## config.mk

```make
export PLATFORM = sky130hd
export DESIGN_NAME = ahb_slave_decoder
export DESIGN_NICKNAME = d
export VERILOG_FILES = /design/src/rtl/ahb_slave_decoder.sv
export SDC_FILE = /design/constraint.sdc
export NUM_CORES = 1
export LEC_CHECK = 0
export ABC_AREA = 1
export ABC_CLOCK_PERIOD_IN_PS = 3000
export CAP_MARGIN = 20
export CORE_ASPECT_RATIO = 0.6
export CORE_UTILIZATION = 31
export DETAILED_ROUTE_END_ITERATION = 10
export GPL_TIMING_DRIVEN = 1
export PLACE_DENSITY = 0.95
export SLEW_MARGIN = 20
export SYNTH_ARGS = -nofsm -noshare
export SYNTH_HDL_FRONTEND = slang
export SYNTH_SLANG_ARGS = --single-unit
```

## constraint.sdc

```tcl
create_clock -name ahb_clk_in -period 3 [get_ports ahb_clk_in]
set_input_delay 0.9 -clock ahb_clk_in [delete_from_list [all_inputs] [get_ports ahb_clk_in]]
set_output_delay 0.9 -clock ahb_clk_in [all_outputs]
set_load 0.01 [all_outputs]
```

## src/rtl/ahb_slave_decoder.sv

```systemverilog
// AHB-Lite address decoder with data-phase response mux and a default slave that answers unmapped NONSEQ/SEQ with a two-cycle ERROR.
// Select is combinational from the address; the response mux follows the owner latched on each accepted address phase.
module ahb_slave_decoder #(
  parameter logic [31:0] AHB_BASE_ADDR     = 32'h20304000,
  parameter int          AHB_SPACE_WIDTH   = 16,
  parameter int          AHB_ADDR_WIDTH    = 32,
  parameter int          AHB_DATA_WIDTH    = 32,
  parameter int          SLAVE_DEVICES     = 4,
  parameter int          SLAVE_SPACE_WIDTH = 10
) (
  input  logic                                    ahb_clk_in,
  input  logic                                    ahb_rstn_in,
  input  logic [AHB_ADDR_WIDTH-1:0]               ahb_addr_in,
  input  logic [1:0]                              ahb_trans_in,
  input  logic                                    ahb_ready_in,
  output logic [SLAVE_DEVICES-1:0]                slave_sel_out,
  input  logic [SLAVE_DEVICES*AHB_DATA_WIDTH-1:0] slave_rdata_in,
  input  logic [SLAVE_DEVICES-1:0]                slave_readyout_in,
  input  logic [SLAVE_DEVICES-1:0]                slave_resp_in,
  output logic [AHB_DATA_WIDTH-1:0]               ahb_rdata_out,
  output logic                                    ahb_ready_out,
  output logic                                    ahb_resp_out,
  output logic [7:0]                              err_cnt_out
);

  localparam int IW = AHB_SPACE_WIDTH - SLAVE_SPACE_WIDTH;
  localparam int PW = (SLAVE_DEVICES > 1) ? $clog2(SLAVE_DEVICES) : 1;
  localparam int DW = AHB_DATA_WIDTH;

  typedef enum logic [1:0] {
    DS_OKAY = 2'd0,
    DS_ERR1 = 2'd1,
    DS_ERR2 = 2'd2
  } ds_state_e;

  logic           hit_base;
  logic [IW-1:0]  dec_idx;
  logic           dec_default;
  logic           dflt_req;

  logic [PW-1:0]  dp_idx_q, dp_idx_d;
  logic           dp_default_q, dp_default_d;
  ds_state_e      state_q, state_d;
  logic [7:0]     err_cnt_q, err_cnt_d;

  logic           ds_ready;
  logic           ds_resp;

  localparam logic [AHB_ADDR_WIDTH-1:0] BASE = AHB_ADDR_WIDTH'(AHB_BASE_ADDR);

  assign hit_base    = (ahb_addr_in[AHB_ADDR_WIDTH-1:AHB_SPACE_WIDTH] ==
                        BASE[AHB_ADDR_WIDTH-1:AHB_SPACE_WIDTH]);
  assign dec_idx     = ahb_addr_in[AHB_SPACE_WIDTH-1:SLAVE_SPACE_WIDTH];
  assign dec_default = !hit_base || (32'(dec_idx) >= 32'(SLAVE_DEVICES));
  assign dflt_req    = ahb_ready_in && dec_default && ahb_trans_in[1];

  always_comb begin
    slave_sel_out = '0;
    for (int k = 0; k < SLAVE_DEVICES; k++) begin
      if (!dec_default && (32'(dec_idx) == 32'(k))) slave_sel_out[k] = 1'b1;
    end
  end

  always_comb begin
    dp_idx_d     = dp_idx_q;
    dp_default_d = dp_default_q;
    if (ahb_ready_in) begin
      dp_idx_d     = dec_default ? '0 : PW'(dec_idx);
      dp_default_d = dec_default;
    end
  end

  // Default-slave FSM; only DS_ERR1 holds the bus, which also freezes the owner.
  always_comb begin
    state_d   = state_q;
    err_cnt_d = err_cnt_q;
    ds_ready  = 1'b1;
    ds_resp   = 1'b0;
    case (state_q)
      DS_OKAY: begin
        if (dflt_req) state_d = DS_ERR1;
      end
      DS_ERR1: begin
        ds_ready = 1'b0;
        ds_resp  = 1'b1;
        state_d  = DS_ERR2;
      end
      DS_ERR2: begin
        ds_resp = 1'b1;
        state_d = dflt_req ? DS_ERR1 : DS_OKAY;
      end
      default: state_d = DS_OKAY;
    endcase
    if ((state_d == DS_ERR1) && (state_q != DS_ERR1) && (err_cnt_q != 8'hFF))
      err_cnt_d = err_cnt_q + 8'd1;
  end

  always_ff @(posedge ahb_clk_in or negedge ahb_rstn_in) begin
    if (!ahb_rstn_in) begin
      dp_idx_q     <= '0;
      dp_default_q <= 1'b1;
      state_q      <= DS_OKAY;
      err_cnt_q    <= 8'd0;
    end else begin
      dp_idx_q     <= dp_idx_d;
      dp_default_q <= dp_default_d;
      state_q      <= state_d;
      err_cnt_q    <= err_cnt_d;
    end
  end

  always_comb begin
    ahb_rdata_out = '0;
    ahb_ready_out = ds_ready;
    ahb_resp_out  = ds_resp;
    if (!dp_default_q) begin
      for (int k = 0; k < SLAVE_DEVICES; k++) begin
        if (32'(dp_idx_q) == 32'(k)) begin
          ahb_rdata_out = slave_rdata_in[k*DW +: DW];
          ahb_ready_out = slave_readyout_in[k];
          ahb_resp_out  = slave_resp_in[k];
        end
      end
    end
  end

  assign err_cnt_out = err_cnt_q;

endmodule

```

==> metrics.txt <==
status=completed; Antenna Cells=0; Worst-Skew Late Latency=240 ps; Synth Area in Simple Gates=0.3803; sequential share of the synthesized area=0.1671; final hold vios=0; CP endpoint kind=primary output; Tmin final=2968 ps; Reg2Reg Setup Slack=1140 ps; WL/cell=15.36 um; final design utilization=0.7295; Post-synth top cells=nand2_1 (82), nor2_1 (53), inv_1 (34); critical path peak fanout=3; clock sink count=13; Worst IR Drop VDD=221.0 uV; cell taking the most area after synthesis=nand2_1; cts hold-fix bufs=0; Hold Path Class=reg2reg; row count=21; final routed DRC violation total=0; Worst EP arrival=2070 ps; number of buffers added on ports=207; sequential cell area=327.8 um^2; P_leak=2.062 nW; DP Cell Count=617; pwr/cell area=257.6 nW/um^2; number of global-route vias before repair=3068; grt ovf=0; core area=5833 um^2; main combinational cell family by area after synthesis=simple AND/OR/NAND/NOR gates; root buffer cell=clkbuf_8; worst relative slew slack=0.5362; Worst-Margin Slew=693.1 ps; Die ar.=6637 um^2; Detail Placement HPWL=7816 um; nets@finish=729; top cell type's share of synthesized area=0.1575; Reg2Reg Launch Point=state_q[1]$_DFF_PN0_; number of I/O pins=219; Finished Layout Cells=629; Yosys cell types=36; H-tree levels=1; final setup vio count=0; Adder-Cell Fraction of Synth Area=0.03841; Die Wd=104.5 um; cts bufs inserted=3; synthesized cell area=1954 um^2; Detailed Routing Iterations Pass 1=4; worst hold slack=507.7 ps; post-synthesis mux area share=0; #FFs+latches synth=13; CTS tree=built; RSZ-0062 raised after global routing=true; synth-to-layout area growth=117.7%; synth warn=0; FF-to-FF path depth=6; capturing point of the worst reg2reg path=err_cnt_out[2]$_DFFE_PN0P_; worst setup path end=slave_sel_out[1]; Critical Path RT=2100 ps; drt via density=5.067; post-synthesis compound-gate area fraction=0.2625; overall die height=63.51 um; initial antenna violation count=0; share of post-route cells with drive strength above 1=0.1257; final worst-path cycle share=0.9893; area of the multi-input gates=1448 um^2; Routed Antenna Nets=0; Post-Synth XOR/XNOR Area=0.02241; Clock Skew=5.489 ps; Syn Nets=510; initial core utilization=0.3350; clock buffer depth=2; number of synthesized flops with an enable pin=0; Worst-path clk slew=60 ps; Async S/R FF share, synth=1.000; Critical Path Source Type=input port; gr usage total=0.2686; max cap viols=0; Post-Syn Instances=331; FILL cells=464; Final Max Tran Viols=0; critical path class=in2out; final WL=9659 um; gpl congestion=0.9824; first-pass GRT wire length=14400 um; syn avg cell area=5.904 um^2; count leader, synth=nand2_1; Most used DFF post-synth=dfrtp_1; vias=3187; Peak Freq=0.3369 GHz; CP startpoint=ahb_addr_in[13]; Area contributors post-synth=nand2_1 (16%), dfrtp_1 (15%), nor2_1 (10%), inv_1 (6.5%), o211ai_1 (6.5%); Initial DRC Count=198; pin count of the biggest net entering global routing=25
## stage by stage
stage | area, um^2 | total power (W) | TNS, ps | setup slack (ps)
after floorplan | 1954 | 0.0005303 | 0 | 545.6
after global placement | 4165 | 0.0009084 | -6724 | -401.1
after detailed placement | 4165 | 0.0009350 | -7595 | -418.7
after CTS | 4213 | 0.001072 | 0 | 0.05373
after global routing | 4255 | 0.001166 | -82.88 | -48.57
final | 4255 | 0.001096 | 0 | 31.96
## registers in the layout, summed over array words and instances (netlist names)
register      flops
dp_default_q      1
state_q           2
dp_idx_q          2
err_cnt_out       8
## how the worst min path moves through the flow
stage | startpoint | endpoint | cells past startpoint
after floorplan | err_cnt_out[6]$_DFFE_PN0P_ | err_cnt_out[6]$_DFFE_PN0P_ | 2
after global placement | err_cnt_out[6]$_DFFE_PN0P_ | err_cnt_out[6]$_DFFE_PN0P_ | 2
after detailed placement | err_cnt_out[6]$_DFFE_PN0P_ | err_cnt_out[6]$_DFFE_PN0P_ | 2
after CTS | err_cnt_out[6]$_DFFE_PN0P_ | err_cnt_out[6]$_DFFE_PN0P_ | 2
after global routing | err_cnt_out[6]$_DFFE_PN0P_ | err_cnt_out[6]$_DFFE_PN0P_ | 2
final | err_cnt_out[6]$_DFFE_PN0P_ | err_cnt_out[6]$_DFFE_PN0P_ | 2
## placed cells by master, fill, tap and decap left out, types with 6 or more instances in the layout
master	synthesis	layout
a21oi_1	13	13
buf_4	2	22
clkbuf_2	1	7
clkdlybuf4s50_1	0	150
dfrtp_1	12	11
dlygate4sd2_1	0	38
dlymetal6s2s_1	0	6
ha_1	6	6
inv_1	34	33
nand2_1	82	75
nand2_2	2	7
nand3_1	20	19
nand4_1	8	8
nor2_1	53	50
o211ai_1	17	17
o21ai_0	20	17
o21ai_1	7	10
o221ai_1	13	13
## logic make-up (layout without fill, tap and decap cells)
kind of cell,after synthesis,in the layout
AO/OA/AOI/OAI,78,78
XOR/XNOR,5,5
AND/OR/NAND/NOR,174,174
flip-flops,13,13
buffers and inverters,55,273
adder cells (fa/ha/maj),6,6
## final cells by class
cell class / count / share of cell area
timing repair buffer: 232 / 0.5160
tap: 80 / 0.02352
multi-input combinational: 263 / 0.3402
clock buffer: 4 / 0.01059
inverter: 37 / 0.03264
sequential: 13 / 0.07704
## critical path: stages
cell	delay, ps
clkdlybuf4s50_1	400
nor2_1	110
and2_4	160
nand3_4	80
inv_2	80
buf_6	100
nand2_4	40
nor2_1	80
buf_2	130
## routing by layer
layer  vias to the layer above  global-route usage  share of wire
met5                         -                   0              0
met4                         0             0.05536          0.018
met3                        19             0.05590          0.071
met2                       142              0.5281           0.52
met1                      1473              0.2968           0.39
li1                       1553                   -              -
## power breakdown
group	switching [W]	leakage (nW)	total (W)	internal [W]
sequential	0.0000567	0.170	0.000273	0.000216
clock	0.0000593	0.0228	0.000153	0.0000935
combinational	0.000306	1.87	0.000671	0.000365
total	0.000422	2.06	0.00110	0.000674
## timing repair
| action | in CTS | in global routing |
|---|---|---|
| setup endpoints to repair | 38 | 23 |
| buffers inserted | 8 | 0 |
| pin swaps | 18 | 13 |
| gates resized for setup | 73 | 38 |
(Power assumes the default switching activity.)
